## config.mk

```make
export PLATFORM = sky130hd
export DESIGN_NAME = nibble_serial_addsub_ctrl
export DESIGN_NICKNAME = d
export VERILOG_FILES = /design/src/rtl/nibble_serial_addsub_ctrl.sv
export SDC_FILE = /design/constraint.sdc
export NUM_CORES = 1
export LEC_CHECK = 0
export BUFFER_PORTS_ARGS = -buffer_cell sky130_fd_sc_hd__buf_2
export CAP_MARGIN = 5
export CORE_MARGIN = 5
export CORE_UTILIZATION = 50
export CTS_BUF_LIST = sky130_fd_sc_hd__clkbuf_2
export DETAILED_ROUTE_END_ITERATION = 8
export PLACE_DENSITY = 0.85
export SYNTH_ARGS = -nofsm -noshare
export SYNTH_HDL_FRONTEND = slang
export SYNTH_SLANG_ARGS = --single-unit
export TNS_END_PERCENT = 30
```

## constraint.sdc

```tcl
create_clock -name clk_i -period 3.9 [get_ports clk_i]
set_input_delay 0.78 -clock clk_i [delete_from_list [all_inputs] [get_ports clk_i]]
set_output_delay 0.78 -clock clk_i [all_outputs]
set_load 0.01 [all_outputs]
```

## src/rtl/nibble_serial_addsub_ctrl.sv

```systemverilog
// Wide add/subtract controller that time-multiplexes one external 4-bit full adder,
// one nibble per clock, LSB first, under a start/ready/done handshake.
module nibble_serial_addsub_ctrl #(
  parameter int NUM_NIBBLES = 4
) (
  input  logic                       clk_i,
  input  logic                       rst_ni,
  input  logic                       start_i,
  input  logic                       op_sub_i,
  input  logic [4*NUM_NIBBLES-1:0]   a_i,
  input  logic [4*NUM_NIBBLES-1:0]   b_i,
  output logic                       ready_o,
  output logic                       busy_o,
  output logic [3:0]                 fa_a_o,
  output logic [3:0]                 fa_b_o,
  output logic                       fa_cin_o,
  input  logic [3:0]                 fa_sum_i,
  input  logic                       fa_cout_i,
  output logic [4*NUM_NIBBLES-1:0]   result_o,
  output logic                       carry_o,
  output logic                       overflow_o,
  output logic                       done_o
);

  localparam int W  = 4 * NUM_NIBBLES;
  localparam int CW = (NUM_NIBBLES > 1) ? $clog2(NUM_NIBBLES) : 1;
  localparam logic [CW-1:0] LAST = CW'(NUM_NIBBLES - 1);

  typedef enum logic [1:0] {
    IDLE = 2'd0,
    RUN  = 2'd1,
    DONE = 2'd2
  } state_t;

  state_t          state_q, state_d;
  logic [CW-1:0]   cnt_q, cnt_d;
  logic [W-1:0]    opa_q, opa_d;
  logic [W-1:0]    opb_q, opb_d;
  logic            carry_q, carry_d;
  logic [W-1:0]    result_q, result_d;
  logic            cout_q, cout_d;
  logic            ovf_q, ovf_d;
  logic [CW+1:0]   bit_idx;

  assign bit_idx = {cnt_q, 2'b00};

  always_ff @(posedge clk_i or negedge rst_ni) begin
    if (!rst_ni) begin
      state_q  <= IDLE;
      cnt_q    <= '0;
      opa_q    <= '0;
      opb_q    <= '0;
      carry_q  <= 1'b0;
      result_q <= '0;
      cout_q   <= 1'b0;
      ovf_q    <= 1'b0;
    end else begin
      state_q  <= state_d;
      cnt_q    <= cnt_d;
      opa_q    <= opa_d;
      opb_q    <= opb_d;
      carry_q  <= carry_d;
      result_q <= result_d;
      cout_q   <= cout_d;
      ovf_q    <= ovf_d;
    end
  end

  always_comb begin
    state_d  = state_q;
    cnt_d    = cnt_q;
    opa_d    = opa_q;
    opb_d    = opb_q;
    carry_d  = carry_q;
    result_d = result_q;
    cout_d   = cout_q;
    ovf_d    = ovf_q;
    ready_o  = 1'b0;
    busy_o   = 1'b0;
    done_o   = 1'b0;
    fa_a_o   = 4'h0;
    fa_b_o   = 4'h0;
    fa_cin_o = 1'b0;

    unique case (state_q)
      IDLE: begin
        ready_o = 1'b1;
        if (start_i) begin
          // Subtract is A + ~B + 1: the +1 enters as the first carry-in.
          opa_d   = a_i;
          opb_d   = op_sub_i ? ~b_i : b_i;
          carry_d = op_sub_i;
          cnt_d   = '0;
          state_d = RUN;
        end
      end
      RUN: begin
        busy_o   = 1'b1;
        fa_a_o   = opa_q[bit_idx +: 4];
        fa_b_o   = opb_q[bit_idx +: 4];
        fa_cin_o = carry_q;
        result_d[bit_idx +: 4] = fa_sum_i;
        carry_d  = fa_cout_i;
        cnt_d    = cnt_q + 1'b1;
        if (cnt_q == LAST) begin
          cout_d  = fa_cout_i;
          ovf_d   = (opa_q[W-1] == opb_q[W-1]) && (fa_sum_i[3] != opa_q[W-1]);
          cnt_d   = '0;
          state_d = DONE;
        end
      end
      DONE: begin
        done_o  = 1'b1;
        state_d = IDLE;
      end
      default: state_d = IDLE;
    endcase
  end

  assign result_o   = result_q;
  assign carry_o    = cout_q;
  assign overflow_o = ovf_q;

endmodule
```

==> summary.txt <==
Timing
  – Fin Clk Skew: 0.0157 ns
  – Fin crit share: 78.6%
  – RSZ-0062 raised after global routing: false
  – Total negative slack: 0 ns
  – Max Fclk: 326 MHz
  – Final Setup Violations: 0
  – Tmin final: 3.07 ns
  – Worst Max-Slew Pin Slew: 1.13 ns
  – Hold Violations, Final: 0
  – Slew headroom: 24.9%
  – Final Max Tran Viols: 0

Worst setup path
  – CP max-delay cell: dfrtp_1
  – Worst EP arrival: 2.29 ns
  – Critical Path RT: 3.12 ns
  – Max incr delay on CP: 0.93 ns
  – Critical path class: reg2out
  – Maximum fanout along the worst path: 18
  – CP top delay family: flip-flops
  – Buffers and inverters on the worst path: 1
  – Setup crit end kind: output port
  – Worst setup SP type: register
  – Worst path cell trace: mux4_2 > and2_1 > buf_2

Clock tree
  – Clk slew on worst S/H paths: 0.26 ns
  – Post_cts resized: 0
  – H-tree depth: 2
  – Maximum root-to-sink buffer count: 2
  – CTS Buf Count: 5
  – CTS Hold Bufs: 0
  – Clock Tree Root: clkbuf_2
  – Worst-Skew Late Latency: 0.43 ns
  – CTS tree: done
  – Clk sinks: 55
  – Setup Buffers After CTS: 0

Yosys
  – Top-count cell post-synth: dfrtp_1
  – Post-Synth Adder-Cell Area: 2.81%
  – Mapped Area: 2670 µm²
  – Most common library cells after synthesis: dfrtp_1, nand2_1, o21ai_0
  – Mux contribution to synthesized area: 16.6%
  – Yosys top cell area share: 51.5%
  – Post-synth EDFFs: 0
  – Synth Area in Compound Gates: 8.85%
  – Combinational family with the most area after synthesis: multiplexers
  – Xor/xnor share of the synthesized area: 5.24%
  – Ranking of synthesized cells by area: dfrtp_1, mux2_4, mux4_2
  – Yosys top cell by area: dfrtp_1
  – Cell count after synthesis: 219
  – Synthesized area per cell: 12.2 µm²
  – Syn_nets: 266
  – Sequential area share after synthesis: 51.5%
  – Simple-gate share of the synthesized area: 11.5%
  – Asr flop ratio synth: 100%
  – Number of synthesized register bits: 55
  – Ys flop type: dfrtp_1
  – Synth cell types: 27
  – Synth warnings: 0

Final layout
  – Synth-to-Final Area Change: 16.1%
  – Post-layout util: 60.3%
  – Share of layout cells above drive strength 1: 36.8%
  – Flip-flop and latch area: 1380 µm²
  – Layout Cells excl Fill: 355
  – Multi-input logic area: 1200 µm²
  – Antenna Diode Count: 0
  – Fillers: 453
  – Nets: 331

Run status
  – Status: completed

Drt
  – DRC violations left: 0
  – DR WL/cell: 15.1 µm
  – Final WL: 5380 µm
  – Vias: 1796
  – Via density: 5.06
  – Final ANT Viol Nets: 0
  – 1st-pass router iterations: 4
  – Starting DRT DRC Count: 97

Die
  – Die area: 6910 µm²
  – Initial Utilization: 52.0%
  – Rows: 26
  – Top Ports: 71
  – Die height: 83.1 µm
  – Die Width: 83.1 µm
  – Core Area: 5140 µm²

GRT
  – GRT met1 Usage: 20.1%
  – Tot GR Track Use: 15.7%
  – Largest net degree at the start of global routing: 52
  – First-pass GRT wire length: 8800 µm
  – GRT overflow: 0
  – Initial antenna violation count: 0
  – GRT met3 Usage: 4.75%
  – Global routing's busiest layer: met2
  – Vias in the first global route: 1791
  – Met2 Usage GRT: 26.1%

Pwr
  – Power share of the clock group: 11.2%
  – VDD IR max: 0.326 mV
  – PwrDens: 784 nW/µm²
  – Part of the power in combinational logic: 45.3%
  – Pint: 0.00153 W
  – Leakage: 1.54 nW
  – Switching power of the nets: 0.000903 W
  – Register share of total power: 43.5%
  – Switching portion of total power: 37.1%

Run
  – Max-cap violations: 0

Placed design
  – Hpwl dp: 4090 µm
  – Placed cell count: 347
  – Gpl congestion: 0.765
  – PortBufs: 70

Min path
  – Worst Hold Class: in2async
[flip-flops by register name, summed over array words and instances, names as in the netlist]
| signal | count |
|---|---|
| carry_q | 1 |
| state_q | 2 |
| cnt_q | 2 |
| carry_o | 1 |
| overflow_o | 1 |
| opa_q | 16 |
| result_o | 16 |
| opb_q | 16 |
[power by group through the flow]
| stage | registers, W | clock network (W) | logic (W) |
|---|---|---|---|
| finish | 0.00106 | 0.000273 | 0.00110 |
| global route | 0.00110 | 0.000305 | 0.00122 |
| CTS | 0.00106 | 0.000282 | 0.00112 |
| detailed placement | 0.00107 | 0 | 0.00112 |
| global placement | 0.00105 | 0 | 0.00108 |
| floorplan | 0.00100 | 0 | 0.000839 |
[worst reg2reg max path: cells and delay by family (launching register included)]
| family | cells | cell delay, ns |
|---|---|---|
| AO/OA/AOI/OAI | 1 | 0.24 |
| adder cells (fa/ha/maj) | 1 | 0.40 |
| buffers and inverters | 1 | 0.20 |
| flip-flops | 1 | 0.93 |
| AND/OR/NAND/NOR | 1 | 0.70 |
[routing by layer]
layer	part of all wire, %	vias up	wire (µm)
li1	-	887	-
met3	7.0	7	376
met2	48	51	2580
met5	0	-	0
met1	44	851	2360
met4	1.1	0	59
[logic make-up (layout without fill, tap and decap cells)]
group / count (synthesis) / in the layout
fa+ha+maj: 6 / 6
simple gates: 62 / 62
flops: 55 / 55
compound gates: 37 / 37
xor+xnor: 16 / 16
buf+inv: 17 / 83
mux: 26 / 26
[layout by cell type, fill, tap and decap left out]
master	instances
a221o_1	1
a22o_1	4
and2_1	10
and3_1	1
buf_2	70
buf_4	1
bufinv_16	1
clkbuf_2	5
clkinv_1	1
clkinv_2	1
dfrtp_1	55
ha_1	6
inv_1	4
mux2_2	2
mux2_4	16
mux4_2	8
nand2_1	34
nand2b_1	6
nand3_1	1
nand3b_1	4
nor2_1	2
nor2b_1	1
nor4b_1	1
o21ai_0	19
o22ai_1	1
o31ai_1	12
or3_1	1
or3b_2	1
xnor2_1	16
[metrics by stage]
step / area, µm² / hold WS, ns / total power, W / worst slack (ns)
6_report: 3100 / 0.371 / 0.00243 / 0.835
5_1_grt: 3100 / 0.387 / 0.00262 / 0.678
4_1_cts: 3100 / 0.367 / 0.00246 / 0.780
3_5_place_dp: 3040 / 0.462 / 0.00219 / 1.31
3_3_place_gp: 3040 / 0.457 / 0.00213 / 1.39
2_1_floorplan: 2670 / 0.445 / 0.00184 / 1.69
[final timing paths]
kind	startpoint	endpoint	slack, ns	cells past startpoint
setup / recovery	cnt_q[0]	fa_b_o[0]	0.83	3
hold / removal	rst_ni	opa_q[14]	0.37	1
setup reg to reg	cnt_q[0]	result_o[2]	1.38	4
hold reg to reg	result_o[14]	result_o[14]	0.51	2
max in group asynchronous	rst_ni	cnt_q[0]	2.75	2
min in group clk_i	result_o[14]	result_o[14]	0.51	2
[layout make-up]
cell class              instances  area share (%)
multi-input cells             147            38.7
flip-flops and latches         55            44.4
repair buffers                 71            11.5
inverters                       4           0.484
clock buffers                   5           0.807
well taps                      70            2.82
clock inverters                 3            1.25
(Power assumes the default switching activity.)
